## config.mk

```make
export PLATFORM = sky130hd
export DESIGN_NAME = estimador_operand_arbiter
export DESIGN_NICKNAME = d
export VERILOG_FILES = /design/src/rtl/estimador_operand_arbiter.sv
export SDC_FILE = /design/constraint.sdc
export NUM_CORES = 1
export LEC_CHECK = 0
export ABC_AREA = 1
export ABC_CLOCK_PERIOD_IN_PS = 6600
export BUFFER_PORTS_ARGS = -buffer_cell sky130_fd_sc_hd__buf_2
export CORE_ASPECT_RATIO = 1.1
export CORE_MARGIN = 3
export CORE_UTILIZATION = 41
export CTS_CLUSTER_DIAMETER = 80
export DETAILED_ROUTE_END_ITERATION = 10
export PLACE_DENSITY = 0.67
export SYNTH_ARGS = -nofsm -noshare
export SYNTH_HDL_FRONTEND = slang
export SYNTH_SLANG_ARGS = --single-unit
```

## constraint.sdc

```tcl
create_clock -name ap_clk -period 6.6 [get_ports ap_clk]
set_input_delay 0.99 -clock ap_clk [delete_from_list [all_inputs] [get_ports ap_clk]]
set_output_delay 0.99 -clock ap_clk [all_outputs]
set_load 0.05 [all_outputs]
```

## src/rtl/estimador_operand_arbiter.sv

```systemverilog
// estimador_operand_arbiter: round-robin arbiter with burst lock driving the shared 3:1 operand mux.
module estimador_operand_arbiter #(
    parameter int DATA_WIDTH = 32,
    parameter int MAX_BURST  = 4
) (
    input  logic                  ap_clk,
    input  logic                  ap_rst_n,
    input  logic [2:0]            req_valid,
    output logic [2:0]            req_ready,
    output logic [1:0]            mux_sel,
    input  logic [DATA_WIDTH-1:0] mux_dout,
    output logic [DATA_WIDTH-1:0] out_data,
    output logic [1:0]            out_src,
    output logic                  out_valid,
    input  logic                  out_ready
);
    typedef enum logic {IDLE, LOCKED} state_e;
    localparam logic [3:0] MAX = 4'(MAX_BURST);
    state_e                state_q, state_d;
    logic [1:0]            owner_q, owner_d, mux_sel_q, grant, nxt1, nxt2;
    logic [3:0]            cnt_q, cnt_d;
    logic [DATA_WIDTH-1:0] out_data_q, out_data_d;
    logic [1:0]            out_src_q, out_src_d;
    logic                  out_valid_q, out_valid_d;
    logic                  slot, others, keep, has_grant, acc;
    always_comb begin
        slot      = !out_valid_q || out_ready;
        others    = |(req_valid & ~(3'b001 << owner_q));
        keep      = state_q == LOCKED && req_valid[owner_q] && (cnt_q < MAX || !others);
        nxt1      = owner_q == 2'd2 ? 2'd0 : owner_q + 2'd1;
        nxt2      = owner_q == 2'd0 ? 2'd2 : owner_q - 2'd1;
        has_grant = keep || |req_valid;
        grant     = keep ? owner_q : req_valid[nxt1] ? nxt1 : req_valid[nxt2] ? nxt2 : owner_q;
        acc       = ap_rst_n && slot && has_grant;
        req_ready = acc ? 3'b001 << grant : 3'b000;
        mux_sel   = !ap_rst_n ? 2'd0 : has_grant ? grant : mux_sel_q;
    end
    always_comb begin
        state_d     = state_q;
        owner_d     = owner_q;
        cnt_d       = cnt_q;
        out_data_d  = out_data_q;
        out_src_d   = out_src_q;
        out_valid_d = out_valid_q;
        if (acc) begin
            out_data_d  = mux_dout;
            out_src_d   = grant;
            out_valid_d = 1'b1;
            if (state_q == LOCKED && grant == owner_q) begin
                cnt_d = cnt_q == MAX ? cnt_q : cnt_q + 4'd1;
            end else begin
                owner_d = grant;
                state_d = LOCKED;
                cnt_d   = 4'd1;
            end
        end else begin
            out_valid_d = out_ready ? 1'b0 : out_valid_q;
            // owner stays put on release so it keeps acting as the round-robin pointer
            if (slot && !req_valid[owner_q] && state_q == LOCKED) begin
                state_d = IDLE;
                cnt_d   = 4'd0;
            end
        end
    end
    always_ff @(posedge ap_clk or negedge ap_rst_n) begin
        if (!ap_rst_n) begin
            state_q     <= IDLE;
            owner_q     <= 2'd2;
            cnt_q       <= 4'd0;
            mux_sel_q   <= 2'd0;
            out_data_q  <= '0;
            out_src_q   <= 2'd0;
            out_valid_q <= 1'b0;
        end else begin
            state_q     <= state_d;
            owner_q     <= owner_d;
            cnt_q       <= cnt_d;
            mux_sel_q   <= mux_sel;
            out_data_q  <= out_data_d;
            out_src_q   <= out_src_d;
            out_valid_q <= out_valid_d;
        end
    end
    assign out_data  = out_data_q;
    assign out_src   = out_src_q;
    assign out_valid = out_valid_q;
endmodule

```

* After elaboration in Yosys (flattened, before gate mapping)
Cells that the tools add are included.
Cells by class: shifts and indexed selects 2, $add $sub $neg 3, bitwise gates (word level) 3, magnitude comparators 4, multiplexer cells 23, reductions and logical operators 21, equality and inequality tests 5
Operator list (number):
- two-way mux 4 bit | 4
- two-way mux 2 bit | 7
- < comparator 2 x 3 -> 1 bit (second input constant) | 3
- two-way mux 1 bit | 8
- logical AND 1 bit | 7
- binary-select mux 1 bit (select 2 bit) | 3
- AND reduction 2 bit | 3
- OR reduction 3 bit | 2
- << shifter 1 x 2 -> 3 bit (first input constant) | 2
- adder 4 x 1 -> 4 bit (second input constant) | 1
- == test 4 x 3 -> 1 bit (second input constant) | 1
- < comparator 4 x 3 -> 1 bit (second input constant) | 1
- nonzero test 2 bit | 2
- bitwise AND 3 bit | 1
- zero test 1 bit | 3
- logical OR 1 bit | 3
- two-way mux 3 bit | 1
- inequality test 3 bit (second input constant) | 1
- NOT 3 bit | 1
- adder 2 x 1 -> 2 bit (second input constant) | 1
- == test 2 bit | 1
- == test 2 bit (second input constant) | 1
- zero test 2 bit | 1
- inequality test 2 bit (second input constant) | 1
- other kinds (2) | 2
Storage, ports and cells: output and inout bits 40, logic and storage cells 68, bits of input ports 38, register bits 44

* Logic depth before layout (Yosys ltp)
Gate-level depths: netlist of run 1.
word-level depth 12, depth in mapped cells 15, mapped depth without buffers 15

* Worst setup path after synthesis of run 1
OpenSTA, ideal clock, no wires.
path type input to output, from in req_valid[0], to out req_ready[2], setup slack 2.898 ns, stages on the path 10, path buffers 0, required time 5.610 ns, arrival 2.712 ns, path through nand2_1 > nand3_1 > nand2_1 > inv_1 > nor2_1 > nor2_1 > nand2_1 > o21ai_1 > inv_1 > nor3_1
On the way: longest elaborated chain between the ends 8, elaborated cells between the ends (all ways) 20
RTL lines:
- from (decl) | RTL line 8 | input logic [2:0] req_valid,
- parallel branches: the longest is 7 deep, another holds << shifter 1 x 2 -> 3 bit
- two-way mux 3 bit * | RTL line 35 | req_ready = acc ? 3'b001 << grant : 3'b000;
- to (decl) | RTL line 9 | output logic [2:0] req_ready,
Mark *: on every way between the ends. The select of a mux whose other input is x is not followed.

* Worst setup path in the final report of run 1
from in ap_rst_n, to out req_ready[1]
On the way: longest elaborated chain between the ends 3
RTL lines:
- from (decl) | RTL line 7 | input logic ap_rst_n,
- logical AND 1 bit (2 in series) | RTL line 34 | acc = ap_rst_n && slot && has_grant;
- two-way mux 3 bit | RTL line 35
No other way between the ends.

==> results.sh, run 1 <==
export IMPL_grt_total_usage_pct=17.2
export IMPL_yosysTopAreaCell="dfrtp_1"
export IMPL_path_cells="buf_2 > buf_4 > nand3_2 > buf_4 > nor3_1 > buf_2"
export IMPL_slew_headroom_pct=60.8
export IMPL_synthArstFlopShare_pct=100
export IMPL_synth_compound_area_share_pct=4.79
export IMPL_synth_top_cell_area_share_pct=50.2
export IMPL_fillers=469
export IMPL_finalHoldViolCount=0
export IMPL_rsz0062_at_grt="no"
export IMPL_synth_top_family_by_area="simple AND/OR/NAND/NOR gates"
export IMPL_crit_required_ns=5.61
export IMPL_post_dp_cell_area_um2=2590
export IMPL_maxCapViolCount=0
export IMPL_hpwlAfterDp_um=3560
export IMPL_clock_latency_ns=0.29
export IMPL_min_from="out_data[23]$_DFFE_PN0P_"
export IMPL_cts_resized=0
export IMPL_status="finished clean"
export IMPL_cp_arrival_ns=2.84
export IMPL_crit_slowest_cell="buf_4"
export IMPL_fin_skew_ns=0.00677
export IMPL_routabilityCongestion=0.797
export IMPL_synth_xor_area_share_pct=0.409
export IMPL_numCtsBuffers=5
export IMPL_fin_crit_sh_pct=58.0
export IMPL_synth_adder_area_share_pct=4.09
export IMPL_postLayoutCoreUtil_pct=56.0
export IMPL_clock_fmax_mhz=261
export IMPL_start_util_pct=44.2
export IMPL_cts_setup_buffers=0
export IMPL_syn_area_um2=2140
export IMPL_drive_above_1_share_pct=27.0
export IMPL_worst_pin_slew_ns=0.587
export IMPL_hold_depth=2
export IMPL_setup_violations=0
export IMPL_holdWs_ns=0.478
export IMPL_yosys_warnings=0
export IMPL_yosysSeqAreaShare_pct=51.4
export IMPL_slew_violations=0
export IMPL_std_cell_rows=26
export IMPL_diodes=0
export IMPL_r2r_start="out_valid$_DFFE_PN0P_"
export IMPL_crit_path_max_incr_delay_ns=0.46
export IMPL_post_drt_wl_per_cell_um=12.0
export IMPL_drtPass1Iterations=4
export IMPL_grt_pass1_vias=1857
export IMPL_chipWidth_um=74.9
export IMPL_synth_edf_count=0
export IMPL_r2r_slack_ns=4.20
export IMPL_clock_root_buffer="clkbuf_8"
export IMPL_reg2reg_to="cnt_q[0]$_DFFE_PN0P_"
export IMPL_synth_simple_area_share_pct=33.5
export IMPL_drtAntennaViolNets=0
export IMPL_area_delta_synth_final_pct=26.6
export IMPL_hold_path_class="register to register"
export IMPL_peakVddDrop_v=0.000217
export IMPL_postCtsHoldBufs=0
export IMPL_antenna_found_initial=0
export IMPL_min_period_ns=3.83
export IMPL_grt_max_degree=48
export IMPL_crit_path_end_kind="output pin"
export IMPL_die_y_um=81.8
export IMPL_via_per_inst=4.77
export IMPL_power_density_nw_per_um2=430
export IMPL_setup_ws_ns=2.77
export IMPL_synth_most_common_cell="nand2_1"
export IMPL_gr_total_overflow=0
export IMPL_design_area_um2=2710
export IMPL_grt_pass1_wl_um=8160
export IMPL_hold_end="out_data[23]$_DFFE_PN0P_"
export IMPL_cts_max_level=2
export IMPL_clk_path_buf_depth=2
export IMPL_dieArea_um2=6130
export IMPL_synthFlopType="dfrtp_1"
export IMPL_path_clk_slew_ns=0.07
export IMPL_synthMuxAreaShare_pct=0
export IMPL_ff2ff_path_depth=11
export IMPL_power_leakage_nw=1.62
export IMPL_critPathMaxFanout=47
export IMPL_cts_num_sinks=44
export IMPL_setup_worst_path_start_class="input port"
export IMPL_cts_tree="built"
export IMPL_syn_num_nets=320
export IMPL_remaining_drc_errors=0
export IMPL_dp_slack_ns=2.73
export IMPL_vias=1962
export IMPL_path_class="input port to output pin"
export IMPL_ys_seq_elements=44
export IMPL_finalSetupTns_ns=0
export IMPL_yosys_top_cells_count="138 x nand2_1, 43 x dfrtp_1, 24 x inv_1"
export IMPL_core_um2=4850
export IMPL_ioPinCount=78
export IMPL_numPortBuffers=77
export IMPL_synth_cell_type_count=22
export IMPL_num_nets_final=399
export IMPL_avgSynthCellArea_um2=7.79
export IMPL_synth_cells=275
export IMPL_drt_iter0_drc=69
export IMPL_wl_um=4920
export IMPL_yosys_top_cells_area="dfrtp_1 50%, nand2_1 24%, inv_1 4.2%"
sequential cells by signal, summed over array words and instances (netlist names):
signal,count
out_src,2
mux_sel_q,2
state_q,1
out_data,32
owner_q,2
cnt_q,4
out_valid,1
worst max-delay path, delay by kind of cell:
family | cells | cell delay, ns
buffers and inverters | 4 | 1.19
AND/OR/NAND/NOR | 2 | 0.64
logic make-up after synthesis:
group / Yosys count
adder cells (fa/ha/maj): 7
AND/OR/NAND/NOR: 174
buffers and inverters: 33
flip-flops: 44
XOR/XNOR: 1
AO/OA/AOI/OAI: 16
where the power goes:
group          leakage [nW]  switching [mW]  total (mW)  internal (mW)
sequential            0.544          0.0454       0.373          0.328
combinational          1.01           0.423       0.572          0.149
clock                0.0645          0.0877       0.221          0.134
total                  1.62           0.556        1.17          0.611
cell type report:
cell class	count	area, um^2	share of cell area [%]
Timing Repair Buffer	79	400	14.8
Inverter	26	97.6	3.60
Sequential cell	44	1100	40.6
Multi-Input combinational cell	198	917	33.8
Clock buffer	7	96.3	3.55
Clock inverter	1	30.0	1.11
Tap cell	56	70.1	2.58
placed cells by master, fill, tap and decap left out:
| cell | n |
|---|---|
| nand2_1 | 138 |
| o21bai_4 | 1 |
| buf_2 | 77 |
| nand2_2 | 1 |
| inv_2 | 2 |
| ha_1 | 7 |
| clkbuf_8 | 7 |
| o21ai_1 | 3 |
| nand3_2 | 2 |
| o21ai_2 | 1 |
| dfrtp_1 | 43 |
| nand4_1 | 4 |
| xor2_1 | 1 |
| buf_4 | 2 |
| bufinv_16 | 1 |
| nand3_4 | 1 |
| dfstp_2 | 1 |
| o21ai_0 | 7 |
| nor3_1 | 5 |
| o211ai_1 | 2 |
| inv_1 | 24 |
| nand3_1 | 16 |
| nor2_1 | 7 |
| a21oi_1 | 2 |
stage by stage:
stage                     total power, mW  instances
after floorplan                     0.816        275
after CTS                            1.18        411
after global placement              0.948        403
after detailed placement            0.954        403
final                                1.17        411
after global routing                 1.25        411
per-layer routing:
layer / vias to the layer above / part of all wire, % / GRT usage, %
li1: 1005 / - / -
met4: 0 / 0.39 / 6.23
met1: 895 / 45 / 22.2
met2: 58 / 49 / 28.6
met5: - / 0 / 0
met3: 4 / 5.6 / 3.18
worst max path at each step:
stage	startpoint	end	slack, ns	cells past startpoint
2_1_floorplan	req_valid[0]	req_ready[2]	2.90	10
3_3_place_gp	ap_rst_n	req_ready[0]	2.77	6
3_5_place_dp	ap_rst_n	req_ready[1]	2.73	6
4_1_cts	ap_rst_n	req_ready[1]	2.74	6
5_1_grt	ap_rst_n	req_ready[0]	2.52	6
6_report	ap_rst_n	req_ready[1]	2.77	6
Power figures use the tool's default switching activity.
==> run 2: changes to the inputs <==
ABC_CLOCK_PERIOD_IN_PS = 3700   (was 6600)
clock period = 3.7 ns   (was 6.6 ns; I/O delays follow)
==> results.sh, run 2 (synthesized netlist as in run 1, its figures left out) <==
export IMPL_numCtsBuffers=5
export IMPL_crit_path_end_kind="output pin"
export IMPL_drive_above_1_share_pct=26.6
export IMPL_fin_crit_sh_pct=87.0
export IMPL_crit_required_ns=3.14
export IMPL_critPathMaxFanout=8
export IMPL_power_density_nw_per_um2=741
export IMPL_setup_ws_ns=0.482
export IMPL_hold_path_class="input port to asynchronous set/reset pin"
export IMPL_drtAntennaViolNets=0
export IMPL_clock_fmax_mhz=311
export IMPL_path_class="register to output pin"
export IMPL_grt_pass1_wl_um=8650
export IMPL_vias=1958
export IMPL_grt_total_usage_pct=18.3
export IMPL_antenna_found_initial=0
export IMPL_cp_arrival_ns=2.66
export IMPL_cts_max_level=2
export IMPL_dp_slack_ns=0.796
export IMPL_grt_pass1_vias=1934
export IMPL_via_per_inst=4.78
export IMPL_gr_total_overflow=0
export IMPL_finalSetupTns_ns=0
export IMPL_drt_iter0_drc=61
export IMPL_chipWidth_um=74.9
export IMPL_numPortBuffers=77
export IMPL_wl_um=5040
export IMPL_cts_tree="built"
export IMPL_power_mw=1.97
export IMPL_final_cell_mix="138 x nand2_1, 77 x buf_2, 43 x dfrtp_1"
export IMPL_min_period_ns=3.22
export IMPL_cts_setup_buffers=0
export IMPL_area_delta_synth_final_pct=24.3
export IMPL_slew_headroom_pct=61.8
export IMPL_cts_resized=0
export IMPL_start_util_pct=44.2
export IMPL_hpwlAfterDp_um=3760
export IMPL_path_clk_slew_ns=0.08
export IMPL_num_nets_final=399
export IMPL_worst_pin_slew_ns=0.572
export IMPL_maxCapViolCount=0
export IMPL_finalHoldViolCount=0
export IMPL_routabilityCongestion=0.908
export IMPL_post_drt_wl_per_cell_um=12.3
export IMPL_fillers=464
export IMPL_final_common_cell="nand2_1"
export IMPL_setup_violations=0
export IMPL_rsz0062_at_grt="no"
export IMPL_core_um2=4850
export IMPL_diodes=0
export IMPL_fin_skew_ns=0.00334
export IMPL_die_y_um=81.8
export IMPL_std_cell_rows=26
export IMPL_setup_worst_path_start_class="register"
export IMPL_cts_num_sinks=44
export IMPL_slew_violations=0
export IMPL_ioPinCount=78
export IMPL_status="finished clean"
export IMPL_power_leakage_nw=1.60
export IMPL_clock_root_buffer="clkbuf_8"
export IMPL_grt_max_degree=47
export IMPL_remaining_drc_errors=0
export IMPL_postCtsHoldBufs=0
export IMPL_clock_latency_ns=0.29
export IMPL_largest_reg_flops=32
export IMPL_clk_path_buf_depth=2
export IMPL_dieArea_um2=6130
export IMPL_drtPass1Iterations=4
export IMPL_peakVddDrop_v=0.000341
## run 2: cell types whose count changed in the layout (fill, tap and decap cells not counted)
cell	previous run	this run
bufinv_16	1	0
clkbuf_8	7	5
clkinv_2	0	1
clkbuf_1	0	1
## run 2: power by group
group	switching (mW)	total [mW]	internal, mW	leakage [nW]
clock	0.154	0.283	0.129	0.0410
combinational	0.764	1.03	0.267	1.01
sequential	0.0749	0.660	0.585	0.544
## run 2: metal layers
layer / part of all wire (%) / global-route usage (%) / vias up / wire length, um
met5: 0 / 0 / - / 0
li1: - / - / 1007 / -
met1: 45 / 23.6 / 883 / 2290
met3: 7.2 / 5.75 / 8 / 362
met2: 46 / 29.4 / 60 / 2320
met4: 1.5 / 5.52 / 0 / 74
## run 2: critical path, stage by stage, from the launching register on
cell	delay, ns
dfstp_2	0.59
inv_1	0.14
ha_1	0.25
inv_1	0.08
nand2_1	0.08
nand3_1	0.08
nand2_1	0.10
inv_1	0.07
nor2_1	0.04
nor2_1	0.11
nand2_1	0.06
o21ai_1	0.12
inv_1	0.12
nand2_1	0.07
o211ai_1	0.08
inv_1	0.11
buf_2	0.27
## run 2: area by class of cell
class / count / area, um^2 / area share [%]
clock buffer: 6 / 72.6 / 2.72
tap: 56 / 70.1 / 2.63
multi-input combinational: 198 / 917 / 34.4
clock inverter: 1 / 5.00 / 0.188
sequential: 44 / 1100 / 41.4
timing repair buffer: 79 / 400 / 15.0
inverter: 26 / 97.6 / 3.66
## run 2: worst paths after layout
path	slack [ns]	depth (start not counted)	start	endpoint
worst max-delay path	0.48	16	owner_q[1]$_DFFE_PN1P_	mux_sel[1]
worst min-delay path	0.39	2	ap_rst_n	out_data[23]$_DFFE_PN0P_
worst max register to register	1.41	10	out_valid$_DFFE_PN0P_	cnt_q[0]$_DFFE_PN0P_
worst min register to register	0.48	2	out_data[26]$_DFFE_PN0P_	out_data[26]$_DFFE_PN0P_
max in group asynchronous	2.93	2	ap_rst_n	out_data[19]$_DFFE_PN0P_
min in group ap_clk	0.45	3	mux_dout[16]	out_data[16]$_DFFE_PN0P_
## run 2: metrics by stage
step           std cells  instance area, um^2  utilization (%)  hold slack [ns]
6_report             410                 2670             55.0            0.389
5_1_grt              410                 2670             55.0            0.441
3_5_place_dp         403                 2590             53.4            0.460
4_1_cts              410                 2670             55.0            0.405
3_3_place_gp         403                 2590             53.4            0.458
2_1_floorplan        275                 2140                -            0.259
